--- config.mk ---
export PLATFORM = sky130hd
export DESIGN_NAME = bird_pipe_referee
export DESIGN_NICKNAME = d
export VERILOG_FILES = /design/src/rtl/bird_pipe_referee.sv
export SDC_FILE = /design/constraint.sdc
export NUM_CORES = 1
export LEC_CHECK = 0
export BUFFER_PORTS_ARGS = -buffer_cell sky130_fd_sc_hd__buf_2
export CAP_MARGIN = 40
export CORE_MARGIN = 4
export CORE_UTILIZATION = 35
export CTS_BUF_LIST = sky130_fd_sc_hd__clkbuf_2 sky130_fd_sc_hd__clkbuf_4 sky130_fd_sc_hd__clkbuf_8
export DETAILED_ROUTE_END_ITERATION = 10
export GPL_TIMING_DRIVEN = 0
export PLACE_DENSITY_LB_ADDON = 0.25
export SLEW_MARGIN = 15
export SYNTH_ARGS = -nofsm -noshare
export SYNTH_HDL_FRONTEND = slang
export SYNTH_SLANG_ARGS = --single-unit
--- constraint.sdc ---
create_clock -name frame_clk -period 5.82 [get_ports frame_clk]
set_clock_uncertainty 0.2 [all_clocks]
set_input_delay 0.291 -clock frame_clk [delete_from_list [all_inputs] [get_ports frame_clk]]
set_output_delay 0.291 -clock frame_clk [all_outputs]
set_load 0.01 [all_outputs]
--- src/rtl/bird_pipe_referee.sv ---
// rtl/bird_pipe_referee.sv - pipe scroller, collision referee and IDLE/PLAY/DEAD game FSM
//
// Purpose: owns one scrolling pipe pair, randomises its gap with an 8-bit
// LFSR, detects bird/pipe/ground/ceiling collisions, counts passed pipes and
// freezes the bird outside of play. All state advances once per frame.
//
// Ports:
//   frame_clk   in   frame tick, all state updates on posedge
//   Reset       in   asynchronous, active-high
//   keycode     in   [7:0] current keycode, 8'h00 = none
//   BallX/Y     in   [9:0] bird centre
//   BallS       in   [9:0] bird half-size (box = centre +/- BallS)
//   PipeX       out  [9:0] pipe left edge
//   GapY        out  [9:0] top of gap
//   Score       out  [7:0] pipes passed, saturating
//   GameState   out  [1:0] 00 IDLE, 01 PLAY, 10 DEAD
//   Hit         out  one-frame pulse in the first DEAD frame
//   FreezeBall  out  high whenever not in PLAY
//   HiScore     out  [7:0] best score, only when HIGH_SCORE_EN is defined
//
// Configuration macro: HIGH_SCORE_EN

module bird_pipe_referee #(
  parameter int          SCREEN_W    = 640,
  parameter int          GROUND_Y    = 479,
  parameter int          PIPE_W      = 60,
  parameter int          GAP_H       = 120,
  parameter int          GAP_BASE    = 40,
  parameter int          SCROLL_STEP = 2,
  parameter int          DEAD_HOLD   = 120,
  parameter logic [7:0]  FLAP_KEY    = 8'h1A
) (
  input  logic       frame_clk,
  input  logic       Reset,
  input  logic [7:0] keycode,
  input  logic [9:0] BallX,
  input  logic [9:0] BallY,
  input  logic [9:0] BallS,
  output logic [9:0] PipeX,
  output logic [9:0] GapY,
  output logic [7:0] Score,
  output logic [1:0] GameState,
  output logic       Hit,
  output logic       FreezeBall
`ifdef HIGH_SCORE_EN
  ,
  output logic [7:0] HiScore
`endif
);

  typedef enum logic [1:0] {
    IDLE = 2'b00,
    PLAY = 2'b01,
    DEAD = 2'b10
  } state_t;

  localparam logic [9:0]  RESPAWN_X = 10'(SCREEN_W - 1);
  localparam logic [9:0]  STEP      = 10'(SCROLL_STEP);
  localparam logic [7:0]  HOLD      = 8'(DEAD_HOLD);

  state_t     state, state_n;
  logic [9:0] pipe_x_n, gap_y_n;
  logic [7:0] score_n;
  logic       scored, scored_n;
  logic       hit_n;
  logic [7:0] dead_cnt, dead_cnt_n;
  logic [7:0] lfsr, lfsr_n;
  logic [9:0] gap_reload;
`ifdef HIGH_SCORE_EN
  logic [7:0] hi_n;
`endif

  // One extra bit so sums of two 10-bit values never wrap; no subtraction
  // anywhere, so nothing can go negative near the screen edges.
  logic [10:0] bx, by, bs, px, gy;
  logic        xov, outg, crash, passed;

  assign bx = {1'b0, BallX};
  assign by = {1'b0, BallY};
  assign bs = {1'b0, BallS};
  assign px = {1'b0, PipeX};
  assign gy = {1'b0, GapY};

  assign xov    = (bx + bs >= px) && (bx <= px + 11'(PIPE_W - 1) + bs);
  assign outg   = (by < gy + bs) || (by + bs > gy + 11'(GAP_H));
  assign crash  = (xov && outg) || (by + bs >= 11'(GROUND_Y)) || (by <= bs);
  // Pipe right edge has cleared the bird's left edge.
  assign passed = !scored && (px + 11'(PIPE_W) + bs < bx);

  // Fibonacci taps 8,6,5,4; the all-zero state is unreachable from 8'hA5.
  assign lfsr_n     = {lfsr[6:0], lfsr[7] ^ lfsr[5] ^ lfsr[4] ^ lfsr[3]};
  assign gap_reload = 10'(GAP_BASE) + {2'b00, lfsr};

  assign GameState  = state;
  assign FreezeBall = (state != PLAY);

  always_comb begin
    state_n    = state;
    pipe_x_n   = PipeX;
    gap_y_n    = GapY;
    score_n    = Score;
    scored_n   = scored;
    hit_n      = 1'b0;
    dead_cnt_n = dead_cnt;
`ifdef HIGH_SCORE_EN
    hi_n       = HiScore;
`endif
    case (state)
      PLAY: begin
        if (crash) begin
          state_n    = DEAD;
          hit_n      = 1'b1;
          dead_cnt_n = 8'd0;
`ifdef HIGH_SCORE_EN
          if (Score > HiScore) hi_n = Score;
`endif
        end else if (PipeX <= STEP) begin
          pipe_x_n = RESPAWN_X;
          gap_y_n  = gap_reload;
          scored_n = 1'b0;
        end else begin
          pipe_x_n = PipeX - STEP;
          if (passed) begin
            score_n  = (Score == 8'hFF) ? Score : Score + 8'd1;
            scored_n = 1'b1;
          end
        end
      end
      DEAD: begin
        // Leaving requires the key to be up, so a flap held through the
        // crash cannot immediately restart the game.
        if (dead_cnt == HOLD && keycode != FLAP_KEY) state_n = IDLE;
        else if (dead_cnt < HOLD) dead_cnt_n = dead_cnt + 8'd1;
      end
      default: begin
        // IDLE, and the unused encoding 2'b11 which behaves as IDLE.
        if (keycode == FLAP_KEY) begin
          state_n  = PLAY;
          score_n  = 8'd0;
          pipe_x_n = RESPAWN_X;
          gap_y_n  = gap_reload;
          scored_n = 1'b0;
        end
      end
    endcase
  end

  always_ff @(posedge frame_clk or posedge Reset) begin
    if (Reset) begin
      state    <= IDLE;
      PipeX    <= RESPAWN_X;
      GapY     <= 10'(GAP_BASE) + 10'h0A5;
      Score    <= 8'd0;
      scored   <= 1'b0;
      Hit      <= 1'b0;
      dead_cnt <= 8'd0;
      lfsr     <= 8'hA5;
`ifdef HIGH_SCORE_EN
      HiScore  <= 8'd0;
`endif
    end else begin
      state    <= state_n;
      PipeX    <= pipe_x_n;
      GapY     <= gap_y_n;
      Score    <= score_n;
      scored   <= scored_n;
      Hit      <= hit_n;
      dead_cnt <= dead_cnt_n;
      lfsr     <= lfsr_n;
`ifdef HIGH_SCORE_EN
      HiScore  <= hi_n;
`endif
    end
  end

endmodule

==> results.cfg <==
[route]
ant_nets = 0
via_count = 5773
via_per_inst = 5.48
wirelength_mm = 17.6
detail_route.iter0.violations = 436
wl_per_cell_um = 16.7
drc = 0
firstDrtPassIters = 5

[place]
place.gp.congestion = 0.894
dpl_cell_area_um2 = 7040
pre_cts_ws_ns = 0.914
dp_hpwl_mm = 14.5
numPortBuffers = 70

[synth]
synthesis.nets = 908
synth_cell_types = 91
yosysTopAreaCellShare = 0.231
synth_area_um2 = 6380
synth.area.top_cells = ha_1, dfrtp_1, dfstp_2, xnor2_1, inv_1
synthCells = 745
synthFlopType = dfrtp_1
postSynthAreaPerCell_um2 = 8.56
synth_edf_count = 0
yosys_warnings = 0
synth_area_leader_cell = ha_1
synth.ff_latch_count = 47
synth-seq-area-share = 0.188
async_reset_ff_frac = 1.00

[global_routing]
grt_use_total = 0.171
grt_max_degree = 27
antenna_found_initial = 0
grt_pass1_vias = 5452
gr-total-overflow = 0
grt_pass1_wl_mm = 28.4

[layout]
fin_area_um2 = 7130
drive_above_1_share = 0.158
antenna_cells = 0
area_growth_syn_to_layout_pct = 11.8
nNetsFinal = 987

[floorplan]
die_w_um = 143
rows = 49
dieArea_um2 = 20400
ios = 72
start_util = 0.355
die_h_um = 143
coreArea_um2 = 18000

[timing]
setup_tns_ns = 0
max_freq_mhz = 202
report.final.setup_viol = 0
rsz0062_at_grt = no
finalHoldViolations = 0
slew_viol_final = 0
min_period_ns = 4.95
worst_slew_pin_slew_ns = 0.720
setup_slack_ns = 0.869
finalCritPeriodShare = 0.851
slew_headroom = 0.519

[worst_setup_path]
arrival_ns = 4.95
worstSetupPathType = reg -> reg
cp-start-kind = flop
end_kind = flop
critical_path_required_ns = 5.82
crit_fanout = 9
cp_cell_sequence = inv_1 > ha_1 > ha_1 > fa_1 > maj3_1 > a21oi_1 > o21bai_1 > a21oi_1 > xnor2_1 > ha_1 > a21o_1 > a21oi_1 > o211ai_1 > nor4_4 > a31oi_2 > a21o_1
slowest_delay_ns = 0.61
critPathSlowestCell = dfstp_2

[clocking]
cts_resized = 0
cts_buffers = 5
cts_setup_buffers = 0
ctsHoldBuffers = 1
clkSinkCount = 47
cts_tree = yes
clk_latency_ns = 0.31
ctsHtreeMaxLevel = 2
clk_root_buffer_cell = clkbuf_8
clk_path_buf_depth = 2
clk_pin_slew_worst_paths_ns = 0.09

[power]
ir_drop_mv = 0.244
report.power.total_w = 0.00254
power_density_nw_per_um2 = 355
p_leak_nw = 3.29

[flow_run]
maxCapViolations = 0

[run_status]
status = completed

[min_path]
holdCritPathClass = reg -> reg
critical path: cells and delay by family (launching register included):
family / cells / cell delay (ns)
AOI/OAI and AO/OA: 8 / 1.79
xor gates and xnor gates: 1 / 0.08
and+or+nand+nor: 1 / 0.43
buffers and inverters: 1 / 0.16
adders and majority gates: 5 / 1.56
DFF: 1 / 0.61
synthesized netlist by cell type, types with 10 or more instances:
cell type	number
nand2b_1	13
nor3_1	12
nand3_1	35
inv_1	73
o31ai_1	10
o21ai_0	27
xnor2_1	35
o211ai_1	11
nor2_1	37
ha_1	118
dfstp_2	17
xor2_1	10
nand2_1	41
dfrtp_1	30
nand4_1	11
a21o_1	11
a21oi_1	46
nor2b_1	12
clkbuf_1	13
state kept, by name, indices dropped and copies added, names as in the netlist:
register,count
Hit,1
Score,8
PipeX,10
dead_cnt,8
lfsr,8
GameState,2
scored,1
GapY,9
cell families after synthesis:
kind of cell,share of synthesized area
AND/OR/NAND/NOR,0.186
buffers and inverters,0.0612
flip-flops,0.188
XOR/XNOR,0.0618
other,0.000588
adder cells (fa/ha/maj),0.249
multiplexers,0.00647
AO/OA/AOI/OAI,0.248
layout make-up:
| class | instances | area [µm²] |
|---|---|---|
| Buffer | 22 | 116 |
| Timing Repair Buffer | 72 | 380 |
| Inverter | 73 | 274 |
| Clock inverter | 1 | 5.00 |
| Tap cell | 229 | 287 |
| Sequential cell | 47 | 1200 |
| Fill cell | 1878 | 10800 |
| Multi-Input combinational cell | 603 | 4790 |
| Clock buffer | 7 | 83.8 |
layer usage:
metal | up-vias | track usage | part of all wire
met5 | - | 0 | 0
met4 | 0 | 0.0270 | 0.0099
met3 | 13 | 0.0147 | 0.049
met2 | 154 | 0.278 | 0.44
met1 | 2683 | 0.252 | 0.50
li1 | 2923 | - | -
final timing paths:
kind                                 startpoint              endpoint  slack (ns)  depth (start not counted)
max                        PipeX[1]$_DFFE_PP1P_  Score[0]$_DFFE_PP0P_        0.87                         16
min                           lfsr[1]$_DFF_PP0_     lfsr[2]$_DFF_PP1_        0.21                          0
max reg2reg                PipeX[1]$_DFFE_PP1P_  Score[0]$_DFFE_PP0P_        0.87                         16
min reg2reg                   lfsr[1]$_DFF_PP0_     lfsr[2]$_DFF_PP1_        0.21                          0
max in group asynchronous                 Reset  PipeX[9]$_DFFE_PP1P_        4.48                          4
min in group asynchronous                 Reset   GapY[5]$_DFFE_PP0P_        0.35                          3
per-stage QoR:
stage / utilization / hold slack [ns] / instances
final: 0.397 / 0.214 / 1054
after detailed placement: 0.392 / 0.146 / 1045
after CTS: 0.397 / 0.213 / 1054
after floorplan: - / 0.175 / 745
after global routing: 0.397 / 0.223 / 1054
after global placement: 0.391 / 0.191 / 1044
layout by cell type (no fill, tap or decap), types with 9 or more instances in the layout:
master	n
a211oi_1	9
a21o_1	11
a21oi_1	46
and2_1	9
buf_2	73
clkbuf_1	13
dfrtp_1	30
dfstp_2	17
ha_1	118
inv_1	72
nand2_1	41
nand2b_1	13
nand3_1	35
nand4_1	11
nor2_1	37
nor2b_1	12
nor3_1	12
o211ai_1	11
o21a_1	9
o21ai_0	27
o31ai_1	10
xnor2_1	35
xor2_1	10
where the power goes:
| group | total [W] | internal [W] | leakage (nW) | switching (W) |
|---|---|---|---|---|
| logic | 0.00183 | 0.000750 | 2.66 | 0.00108 |
| registers | 0.000506 | 0.000409 | 0.578 | 0.0000969 |
| clock network | 0.000205 | 0.0000939 | 0.0491 | 0.000111 |
Power figures use the tool's default switching activity.
